<file path="src/rtl/alu_pkg.sv">
// Shared ALU opcodes and datapath width for the ALU/counter/decoder bundle.
package alu_pkg;
   localparam int ALU_W = 4;

   localparam logic [2:0] ALU_ADD = 3'b000;
   localparam logic [2:0] ALU_SUB = 3'b001;
   localparam logic [2:0] ALU_NOT = 3'b010;
   localparam logic [2:0] ALU_AND = 3'b011;
   localparam logic [2:0] ALU_OR  = 3'b100;
   localparam logic [2:0] ALU_XOR = 3'b101;
   localparam logic [2:0] ALU_SLT = 3'b110;
   localparam logic [2:0] ALU_EQ  = 3'b111;
endpackage

</file>
<file path="src/rtl/alu4_core.sv">
// 8-function ALU with zero/carry/overflow flags; purely combinational, 0 cycles.
// No handshake: the result follows the inputs and is never stalled.
module alu4_core
   import alu_pkg::*;
(
   input  logic [2:0]       fn_i,
   input  logic [ALU_W-1:0] a_i,
   input  logic [ALU_W-1:0] b_i,
   output logic [ALU_W-1:0] res_o,
   output logic             zero_o,
   output logic             ovf_o,
   output logic             carry_o
);
   logic [ALU_W-1:0] b_op;
   logic             cin;
   logic [ALU_W:0]   sum;
   logic             sum_ovf;
   logic             lt;

   // One adder serves ADD, SUB and SLT; everything except ADD subtracts.
   assign b_op = (fn_i == ALU_ADD) ? b_i : ~b_i;
   assign cin  = (fn_i != ALU_ADD);
   assign sum  = {1'b0, a_i} + {1'b0, b_op} + {{ALU_W{1'b0}}, cin};
   assign sum_ovf = (a_i[ALU_W-1] == b_op[ALU_W-1]) & (sum[ALU_W-1] != a_i[ALU_W-1]);
   assign lt      = sum[ALU_W-1] ^ sum_ovf;

   always_comb begin
      res_o   = '0;
      ovf_o   = 1'b0;
      carry_o = 1'b0;
      case (fn_i)
         ALU_ADD, ALU_SUB: begin
            res_o   = sum[ALU_W-1:0];
            carry_o = sum[ALU_W];
            ovf_o   = sum_ovf;
         end
         ALU_NOT: res_o = ~a_i;
         ALU_AND: res_o = a_i & b_i;
         ALU_OR:  res_o = a_i | b_i;
         ALU_XOR: res_o = a_i ^ b_i;
         ALU_SLT: res_o = {{(ALU_W-1){1'b0}}, lt};
         default: res_o = {{(ALU_W-1){1'b0}}, (a_i == b_i)};
      endcase
   end

   assign zero_o = (res_o == '0);
endmodule

</file>
<file path="src/rtl/alu_cnt_dec_unit.sv">
// Bundles a combinational ALU, a registered 3-bit down counter (1-cycle update)
// and a combinational 3-to-8 decoder; no handshake, nothing ever stalls.
module alu_cnt_dec_unit
   import alu_pkg::*;
#(
   parameter int CNT_W   = 3,
   parameter int CNT_RST = 7
)(
   input  logic             clk,
   input  logic             rst,
   input  logic [2:0]       alu_fnselec,
   input  logic [ALU_W-1:0] alu_a,
   input  logic [ALU_W-1:0] alu_b,
   output logic [ALU_W-1:0] alu_res,
   output logic             alu_zero,
   output logic             alu_overflow,
   output logic             alu_carry,
   input  logic             counter_en,
   output logic [CNT_W-1:0] dec_counter_out,
   input  logic [2:0]       x,
   input  logic             en,
   output logic [7:0]       y_dec
);
   logic [CNT_W-1:0] cnt_q, cnt_d;

   alu4_core u_alu (
      .fn_i    (alu_fnselec),
      .a_i     (alu_a),
      .b_i     (alu_b),
      .res_o   (alu_res),
      .zero_o  (alu_zero),
      .ovf_o   (alu_overflow),
      .carry_o (alu_carry)
   );

   // Wraps 0 -> all ones naturally through modular subtraction.
   always_comb begin
      cnt_d = cnt_q;
      if (counter_en) cnt_d = cnt_q - CNT_W'(1);
   end

   always_ff @(posedge clk) begin
      if (rst) cnt_q <= CNT_W'(CNT_RST);
      else     cnt_q <= cnt_d;
   end

   assign dec_counter_out = cnt_q;

   always_comb begin
      y_dec = 8'h00;
      if (en) y_dec = 8'd1 << x;
   end
endmodule

</file>
<file path="config.mk">
export PLATFORM = sky130hd
export DESIGN_NAME = alu_cnt_dec_unit
export DESIGN_NICKNAME = d
export VERILOG_FILES = /design/src/rtl/alu_pkg.sv /design/src/rtl/alu4_core.sv /design/src/rtl/alu_cnt_dec_unit.sv
export SDC_FILE = /design/constraint.sdc
export NUM_CORES = 1
export LEC_CHECK = 0
export ABC_AREA = 1
export BUFFER_PORTS_ARGS = -buffer_cell sky130_fd_sc_hd__clkbuf_2
export CORE_MARGIN = 10
export CORE_UTILIZATION = 50
export CTS_CLUSTER_SIZE = 40
export DETAILED_ROUTE_END_ITERATION = 10
export GPL_ROUTABILITY_DRIVEN = 1
export PLACE_DENSITY = 0.85
export SETUP_SLACK_MARGIN = 0.2
export SLEW_MARGIN = 20
export SYNTH_ARGS = -nofsm -noshare
export SYNTH_HDL_FRONTEND = slang
export SYNTH_SLANG_ARGS = --single-unit
</file>
<file path="constraint.sdc">
create_clock -name clk -period 2.6 [get_ports clk]
set_input_delay 0 -clock clk [delete_from_list [all_inputs] [get_ports clk]]
set_output_delay 0 -clock clk [all_outputs]
set_load 0.05 [all_outputs]
</file>
==> results of run 1 <==
[worst register-to-register path, cell delays in order, from the launching register on]
cell,delay (ps)
dfxtp_1,330
inv_1,70
ha_1,190
nand2_1,90
nor2_1,50
nor2_1,80
nand2_1,50
[cell type report]
cell class	instances	share of cell area [%]
multi-input cells	107	61.4
repair buffers	36	18.4
inverters	26	9.68
flip-flops and latches	3	5.96
clock buffers	4	2.61
well taps	16	1.99
[layer usage]
layer / track usage [%] / vias to the layer above / wire (um)
met4: 7.21 / 0 / 80
met1: 11.7 / 452 / 884
met3: 3.43 / 8 / 248
met2: 25.6 / 43 / 1270
met5: 0 / - / 0
li1: - / 504 / -
[synthesized netlist by cell type, drive strengths merged]
library cell and n:
a21oi 4, ha 12, or2 1, xor2 3, fa 1, nor3 2, o21ai 4, nor4 2
nand4 2, inv 26, nand2 42, a21boi 1, dfxtp 3, nand3b 1, nand3 11, nor2 20
and2 1
[final timing paths]
| check | start | end | slack (ps) | cells past startpoint |
|---|---|---|---|---|
| worst max register to register | dec_counter_out[0] | dec_counter_out[2] | 1640 | 6 |
| worst min-delay path | counter_en | dec_counter_out[0] | 5 | 2 |
| worst min register to register | dec_counter_out[2] | dec_counter_out[2] | 490 | 2 |
| worst max-delay path | alu_fnselec[0] | alu_zero | 470 | 12 |
[kinds of logic after synthesis]
| kind of cell | after synthesis | share of synthesized area (%) |
|---|---|---|
| xor gates and xnor gates | 3 | 3.38 |
| DFF | 3 | 7.73 |
| adders and majority gates | 13 | 21.9 |
| and+or+nand+nor | 82 | 48.3 |
| buffers and inverters | 26 | 12.6 |
| AOI/OAI and AO/OA | 9 | 6.12 |
[power groups by stage]
stage	Sequential [mW]	Combinational, mW	Clock, mW
3_3_place_gp	0.0516	0.224	0
4_1_cts	0.0512	0.233	0.0832
5_1_grt	0.0518	0.255	0.0868
3_5_place_dp	0.0519	0.230	0
6_report	0.0513	0.233	0.0843
2_1_floorplan	0.0622	0.155	0
[metrics by stage]
stage / util [%] / hold slack, ps / power, mW / area [um2] / worst slack [ps]
6_report: 67.7 / 5.05 / 0.369 / 1010 / 467
5_1_grt: 67.7 / 34.6 / 0.393 / 1010 / 342
4_1_cts: 67.7 / 8.90 / 0.367 / 1010 / 466
3_5_place_dp: 65.3 / 225 / 0.282 / 972 / 468
3_3_place_gp: 65.3 / 229 / 0.276 / 972 / 578
2_1_floorplan: - / 91.6 / 0.217 / 777 / 370
==> impl_metrics.tcl, run 1 <==
set metrics [dict create \
    post-cts-setup-buffer-count 0 \
    grt_max_degree 8 \
    final_antenna_net_count 0 \
    p_seq_share_pct 13.9 \
    vias_per_cell 5.24 \
    grt_pass1_vias 996 \
    synthesis.area_um2 777 \
    crit_required_ps 2600 \
    critPathTopFamily "simple AND/OR/NAND/NOR gates" \
    grt_overflow 0 \
    slew-limit-headroom_pct 62.4 \
    fin_crit_ps 2130 \
    path_cells "clkbuf_2, nor2_2, nand2_4, xor2_1, fa_1, or2_2, nand3_1, nand2_1, nor2_2, nand3_1, nor2_1, clkbuf_2" \
    fmax_ghz 0.469 \
    power.share.clock_pct 22.9 \
    post-place-cells 187 \
    syn_nets 167 \
    crit_buf_inv 2 \
    core_um2 1490 \
    die_area_um2 3530 \
    switching_power_uw 195 \
    start_kind "input port" \
    grt_util_all_layers_pct 13.2 \
    critPathSlowestCell "fa_1" \
    nets 208 \
    syn2layout_area_growth_pct 29.8 \
    synth.top_cell.area_share_pct 19.3 \
    cts_buffers 3 \
    die_w_um 59.4 \
    portBuffers 35 \
    first_pass_iters 4 \
    fin_cells 192 \
    worst_ep_arrival_time_ps 2130 \
    drt_iter0_drc 38 \
    drc 0 \
    htreeDepth 1 \
    ir_drop_mv 0.203 \
    ios 36 \
    p_leak_nw 0.643 \
    path_class "in -> out" \
    syn_inst 136 \
    fill_cells 142 \
    outcome "completed" \
    swShare_pct 53.0 \
    num_vias 1007 \
    initial_utilization_pct 52.2 \
    max_cap_violations 0 \
    cts.clk_slew.worst_paths_ps 40 \
    cts_buffer_depth 2 \
    ys_ff_latch 3 \
    fin_tns_setup_ps 0 \
    antenna_found_initial 0 \
    diodes 0 \
    yosys_warnings 0 \
    final_common_cell "nand2_1" \
    largest_reg_flops 3 \
    gp_congestion 0.883 \
    drv_slew 0 \
    p_per_area_nw_per_um2 366 \
    power_frac_comb_pct 63.2 \
    finalCritPeriodShare_pct 82.1 \
    drt-wirelength-per-cell_um 12.9 \
    grt_pass1_wl_mm 3.86 \
    worst_clock_skew_ps 2.97 \
    postSynthAreaPerCell_um2 5.71 \
    synth_area_leaders "ha_1, nand2_1, inv_1" \
    rsz0062_at_grt "false" \
    drt-total-wl_mm 2.48 \
    final_hold_viol_count 0 \
    insertion_delay_ps 240 \
    synth.yosys.seq_area_share_pct 7.73 \
    dp_hpwl_mm 2.15 \
    clock-root-buffer "clkbuf_4" \
    regArea_um2 60.1 \
    synth_cell_types 21 \
    p_int_uw 173 \
    cts_tree "built" \
    cts.sinks 3 \
    slowest_delay_ps 420 \
    layout.cells.most_common_list "nand2_1, clkbuf_2, inv_1, nor2_1, ha_1" \
    hp-class "in -> reg" \
    synth_top_area_cell "ha_1" \
    endpoint_kind "output port" \
    postCtsResizedCells 0 \
    drive_gt1_share_pct 26.7 \
    postCtsHoldBufs 1 \
    die_height_um 59.4 \
    multi_input_area_um2 619 \
    crit_path_max_fanout 7 \
    worstMarginPinSlew_ps 559 \
    floorplan.rows 14 \
    setup_viol 0 \
]
(Power assumes the default switching activity.)
==> inputs of run 2 (changes only) <==
--- a/config.mk
+++ b/config.mk
@@ -7,12 +7,13 @@
 export LEC_CHECK = 0
 export ABC_AREA = 1
 export BUFFER_PORTS_ARGS = -buffer_cell sky130_fd_sc_hd__clkbuf_2
+export CORE_ASPECT_RATIO = 0.8
 export CORE_MARGIN = 10
-export CORE_UTILIZATION = 50
+export CORE_UTILIZATION = 42
 export CTS_CLUSTER_SIZE = 40
 export DETAILED_ROUTE_END_ITERATION = 10
 export GPL_ROUTABILITY_DRIVEN = 1
-export PLACE_DENSITY = 0.85
+export PLACE_DENSITY = 0.76
 export SETUP_SLACK_MARGIN = 0.2
 export SLEW_MARGIN = 20
 export SYNTH_ARGS = -nofsm -noshare
==> constraint.sdc (replaced) <==
create_clock -name clk -period 1.95 [get_ports clk]
set_input_delay 0 -clock clk [delete_from_list [all_inputs] [get_ports clk]]
set_output_delay 0 -clock clk [all_outputs]
set_load 0.05 [all_outputs]
==> run 2 against run 1 <==
- critical path depth did not move
- via count rose by 1.2%
- highest routed layer unchanged
- clock skew rose by 2.2 ps
- final cell count rose by 6.8%
- register-to-register slack got worse by 640 ps
- total power rose by 53%
- largest power group unchanged
- non-clock buffer count rose by 7
- design area rose by 20%
- core utilization rose by 3.6 points
- first-iteration DRC count fell by 39%
- critical path type unchanged
- global-route usage barely moved
- routed wire length rose by 6.6%
==> impl_metrics.tcl, run 2 (synthesized netlist as in run 1, its figures left out) <==
set metrics [dict create \
    routed.top_layer "met4" \
    worstMarginPinSlew_ps 511 \
    grt_pass1_wl_mm 4.24 \
    cp_common_cell "nor2_4" \
    first_pass_iters 4 \
    portBuffers 35 \
    cts_buffer_depth 2 \
    insertion_delay_ps 240 \
    rsz0062_at_grt "true" \
    cts_tree "built" \
    p_leak_nw 0.700 \
    worst_clock_skew_ps 5.15 \
    num_vias 1019 \
    drt-total-wl_mm 2.64 \
    slowest_delay_ps 320 \
    final_hold_viol_count 0 \
    cts_buffers 3 \
    diodes 0 \
    layout.cells.most_common_list "nand2_1, clkbuf_2, inv_1, nor2_1, ha_1" \
    ir_drop_mv 0.263 \
    hp-class "in -> out" \
    wl_met2_mm 1.21 \
    vias_per_cell 4.97 \
    slew-limit-headroom_pct 65.6 \
    critPathSlowestCell "ha_1" \
    fmax_ghz 0.578 \
    drv_slew 0 \
    endpoint_kind "output port" \
    largest_reg_flops 3 \
    floorplan.rows 13 \
    max_cap_violations 0 \
    drt_iter0_drc 23 \
    worst_ep_arrival_time_ps 1730 \
    drc 0 \
    gp_congestion 1.02 \
    final_common_cell "nand2_1" \
    die_height_um 58.5 \
    p_per_area_nw_per_um2 468 \
    crit_required_ps 1950 \
    stdcell_area_um2 1210 \
    drive_gt1_share_pct 38.8 \
    place_area_um2 1030 \
    grt_overflow 0 \
    setup_viol 0 \
    start_kind "input port" \
    clock-root-buffer "clkbuf_4" \
    fin_crit_ps 1730 \
    dr_wl_met3_um 295 \
    grt_pass1_vias 988 \
    p_total_uw 565 \
    path_cells "buf_6, nor2_4, nand2_4, buf_4, xor2_1, ha_1, nor2_1, nor4_2, nand2_2, nand4_1, nor2_4, buf_12" \
    syn2layout_area_growth_pct 55.4 \
    final_antenna_net_count 0 \
    grt_max_degree 8 \
    die_w_um 68.1 \
    finalCritPeriodShare_pct 88.7 \
    drt-wirelength-per-cell_um 12.9 \
    fill_cells 143 \
    initial_utilization_pct 45.9 \
    cts.sinks 3 \
    htreeDepth 1 \
    core_um2 1690 \
    wl_met1_mm 1.11 \
    crit_path_max_fanout 3 \
    path_class "in -> out" \
    outcome "completed" \
    dp_hpwl_mm 2.16 \
    antenna_found_initial 0 \
    ios 36 \
    grt_util_all_layers_pct 13.2 \
    die_area_um2 3980 \
    nets 215 \
    fin_tns_setup_ps 0 \
]
==> run 2: cell count changes in the layout (fill, tap and decap cells not counted), moves of 2 or more <==
cell | previous run | this run
nor2_4 | 0 | 2
inv_1 | 25 | 23
clkbuf_4 | 3 | 6
nand2_2 | 0 | 5
clkbuf_2 | 35 | 29
nand2_1 | 40 | 35
buf_4 | 0 | 6
nand3_2 | 2 | 5
nand3_1 | 9 | 6
xor2_1 | 3 | 1
==> run 2: routing by layer <==
metal  track usage (%)  vias to the layer above
met5                 0                        -
met4              4.58                        0
met3              3.59                        2
met2              21.8                       54
met1              15.9                      441
li1                  -                      522
==> run 2: power by group <==
part	internal [mW]	switching [mW]
logic	0.135	0.249
clock network	0.0769	0.0354
registers	0.0658	0.00275
total	0.278	0.287
==> run 2: worst max-delay path: cells and delay by family <==
kind                     cells  cell delay [ps]
XOR/XNOR                     1              140
adder cells (fa/ha/maj)      1              320
buffers and inverters        3              410
AND/OR/NAND/NOR              7              840
==> run 2: what timing repair did <==
item,in CTS,in global routing
hold endpoints to repair,2,0
pin swaps,10,10
buffers inserted,2,2
hold buffers,2,0
resized for setup,14,15
endpoints found under the setup margin,4,4
==> run 2: stage by stage <==
step                      setup WS [ps]  instances  utilization [%]  hold slack (ps)
after detailed placement           68.4        195             60.7              240
after CTS                           209        203             68.2              448
after global placement              122        195             60.7              223
final                               221        205             71.4              445
after global routing                106        205             71.4              471
after floorplan                     255        136                -             91.6
==> run 2: layout make-up <==
| type | instances | area (um2) | area share [%] |
|---|---|---|---|
| repair buffers | 43 | 278 | 23.0 |
| well taps | 22 | 27.5 | 2.28 |
| flip-flops and latches | 3 | 60.1 | 4.97 |
| multi-input cells | 107 | 716 | 59.3 |
| clock buffers | 4 | 26.3 | 2.18 |
| inverters | 26 | 100 | 8.29 |
==> run 2: final timing paths <==
path,from,end,slack [ps],cells past startpoint
max,alu_fnselec[0],alu_zero,220,12
max reg2reg,dec_counter_out[1],dec_counter_out[2],1000,6
min reg2reg,dec_counter_out[2],dec_counter_out[2],470,2
min,x[1],y_dec[6],450,4
==> inputs of run 3 (changes only) <==
--- a/config.mk
+++ b/config.mk
@@ -9,11 +9,12 @@
 export BUFFER_PORTS_ARGS = -buffer_cell sky130_fd_sc_hd__clkbuf_2
 export CORE_ASPECT_RATIO = 0.8
 export CORE_MARGIN = 10
-export CORE_UTILIZATION = 42
+export CORE_UTILIZATION = 43
+export CTS_BUF_LIST = sky130_fd_sc_hd__clkbuf_4 sky130_fd_sc_hd__clkbuf_8
 export CTS_CLUSTER_SIZE = 40
 export DETAILED_ROUTE_END_ITERATION = 10
 export GPL_ROUTABILITY_DRIVEN = 1
-export PLACE_DENSITY = 0.76
+export PLACE_DENSITY = 0.78
 export SETUP_SLACK_MARGIN = 0.2
 export SLEW_MARGIN = 20
 export SYNTH_ARGS = -nofsm -noshare
==> run 3 against run 2 <==
- via count grew 1.2%
- setup slack lost 48 ps
- non-clock buffer count shrank 2
- first-iteration DRC count grew 130%
- design area shrank 0.10%
- global-route usage shrank 0.66 points
- sequential share of layout area is essentially flat
- critical path type unchanged
==> impl_metrics.tcl, run 3 (synthesized netlist as in run 1, its figures left out) <==
set metrics [dict create \
    outcome "completed" \
    p_seq_share_pct 11.9 \
    worst_ep_arrival_time_ps 1780 \
    worst_clock_skew_ps 0.232 \
    endpoint_kind "output port" \
    layout.cells.most_common_list "nand2_1, clkbuf_2, inv_1, nor2_1, ha_1" \
    fin_crit_ps 1780 \
    final_antenna_net_count 0 \
    ir_drop_mv 0.328 \
    cts.clk_slew.worst_paths_ps 40 \
    cts_buffer_depth 2 \
    setup_viol 0 \
    p_int_uw 287 \
    swShare_pct 50.1 \
    core_um2 1680 \
    first_pass_iters 4 \
    grt_overflow 0 \
    power_frac_comb_pct 66.6 \
    slowest_delay_ps 300 \
    antenna_found_initial 0 \
    portBuffers 35 \
    holdWs_ps 462 \
    drc 0 \
    fmax_ghz 0.563 \
    path_cells "buf_8, nor2_4, nand2_4, xor2_1, inv_1, ha_4, a21oi_1, nand3_1, nand3_2, nand3_2, nor2_4, buf_12" \
    die_w_um 67.5 \
    diodes 0 \
    critPathSlowestCell "a21oi_1" \
    clock-root-buffer "clkbuf_4" \
    path_class "in -> out" \
    final_hold_viol_count 0 \
    drt_iter0_drc 53 \
    initial_utilization_pct 46.4 \
    post-place-cells 195 \
    hp-class "reg -> reg" \
    drt-total-wl_mm 2.75 \
    grt_util_all_layers_pct 12.5 \
    grt_max_degree 8 \
    final_common_cell "nand2_1" \
    start_kind "input port" \
    floorplan.rows 13 \
    vias_per_cell 5.08 \
    grt_pass1_vias 983 \
    nets 213 \
    insertion_delay_ps 230 \
    largest_reg_flops 3 \
    grt_pass1_wl_mm 4.00 \
    drive_gt1_share_pct 36.5 \
    critPathTopFamily "simple AND/OR/NAND/NOR gates" \
    die_height_um 58.0 \
    p_per_area_nw_per_um2 476 \
    rsz0062_at_grt "true" \
    num_vias 1031 \
    p_leak_nw 0.700 \
    cts.sinks 3 \
    fin_cells 203 \
    dp_hpwl_mm 2.09 \
    fin_tns_setup_ps 0 \
    gp_congestion 0.956 \
    max_cap_violations 0 \
    crit_buf_inv 3 \
    switching_power_uw 288 \
    power.share.clock_pct 21.5 \
    drt-wirelength-per-cell_um 13.6 \
    crit_path_max_fanout 4 \
    worstMarginPinSlew_ps 481 \
    finalCritPeriodShare_pct 91.1 \
    ios 36 \
    slew-limit-headroom_pct 67.7 \
    cts_tree "built" \
    die_area_um2 3920 \
    htreeDepth 1 \
    cts_buffers 3 \
    syn2layout_area_growth_pct 55.2 \
    drv_slew 0 \
    crit_required_ps 1950 \
]
## run 3: cell types whose count changed in the layout (fill, tap and decap cells not counted), sizes merged
cell,change
buf,+1
clkbuf,-3
## run 3: metal layers
metal | global-route usage (%) | wire (um)
met3 | 6.91 | 373
met4 | 3.51 | 10
met1 | 13.2 | 1070
met2 | 20.9 | 1300
met5 | 0 | 0
## run 3: layout make-up
class | instances | area [um2]
clock buffers | 4 | 30.0
fillers | 121 | 469
inverters | 26 | 100
flip-flops and latches | 3 | 60.1
repair buffers | 41 | 265
well taps | 22 | 27.5
multi-input cells | 107 | 723
## run 3: path summary, 6_finish.rpt
path | from | to | slack (ps) | depth (start not counted)
setup / recovery | alu_fnselec[0] | alu_zero | 170 | 12
hold reg to reg | dec_counter_out[2] | dec_counter_out[2] | 460 | 2
setup reg to reg | dec_counter_out[0] | dec_counter_out[2] | 1000 | 6
hold / removal | dec_counter_out[2] | dec_counter_out[2] | 460 | 2
## run 3: tightest hold or removal path: stages, from the launching register on
cell and delay [ps]:
dfxtp_1 310, nand2_1 60, nand2_1 40
## run 3: power by group through the flow
stage / registers [mW] / clock network (mW) / logic, mW
after global routing: 0.0686 / 0.140 / 0.413
after floorplan: 0.0830 / 0 / 0.215
after detailed placement: 0.0692 / 0 / 0.330
after global placement: 0.0688 / 0 / 0.323
after CTS: 0.0682 / 0.128 / 0.347
final: 0.0682 / 0.124 / 0.383
## run 3: through the flow
step	setup slack [ps]	cell area [um2]	util (%)	total power, mW
6_report	173	1210	72.0	0.575
5_1_grt	89.9	1210	72.0	0.621
4_1_cts	161	1120	66.8	0.544
3_5_place_dp	12.6	1030	61.2	0.399
3_3_place_gp	123	1030	61.2	0.391
2_1_floorplan	255	793	-	0.298
## run 3: repair_timing
| action | in CTS | in global routing |
|---|---|---|
| cloned | 0 | 0 |
| setup endpoints to repair | 3 | 5 |
| setup buffers | 1 | 1 |
| hold buffers | 2 | 0 |
| pin swaps | 7 | 10 |
| endpoints found under the hold margin | 3 | 0 |
| gates resized for setup | 8 | 21 |
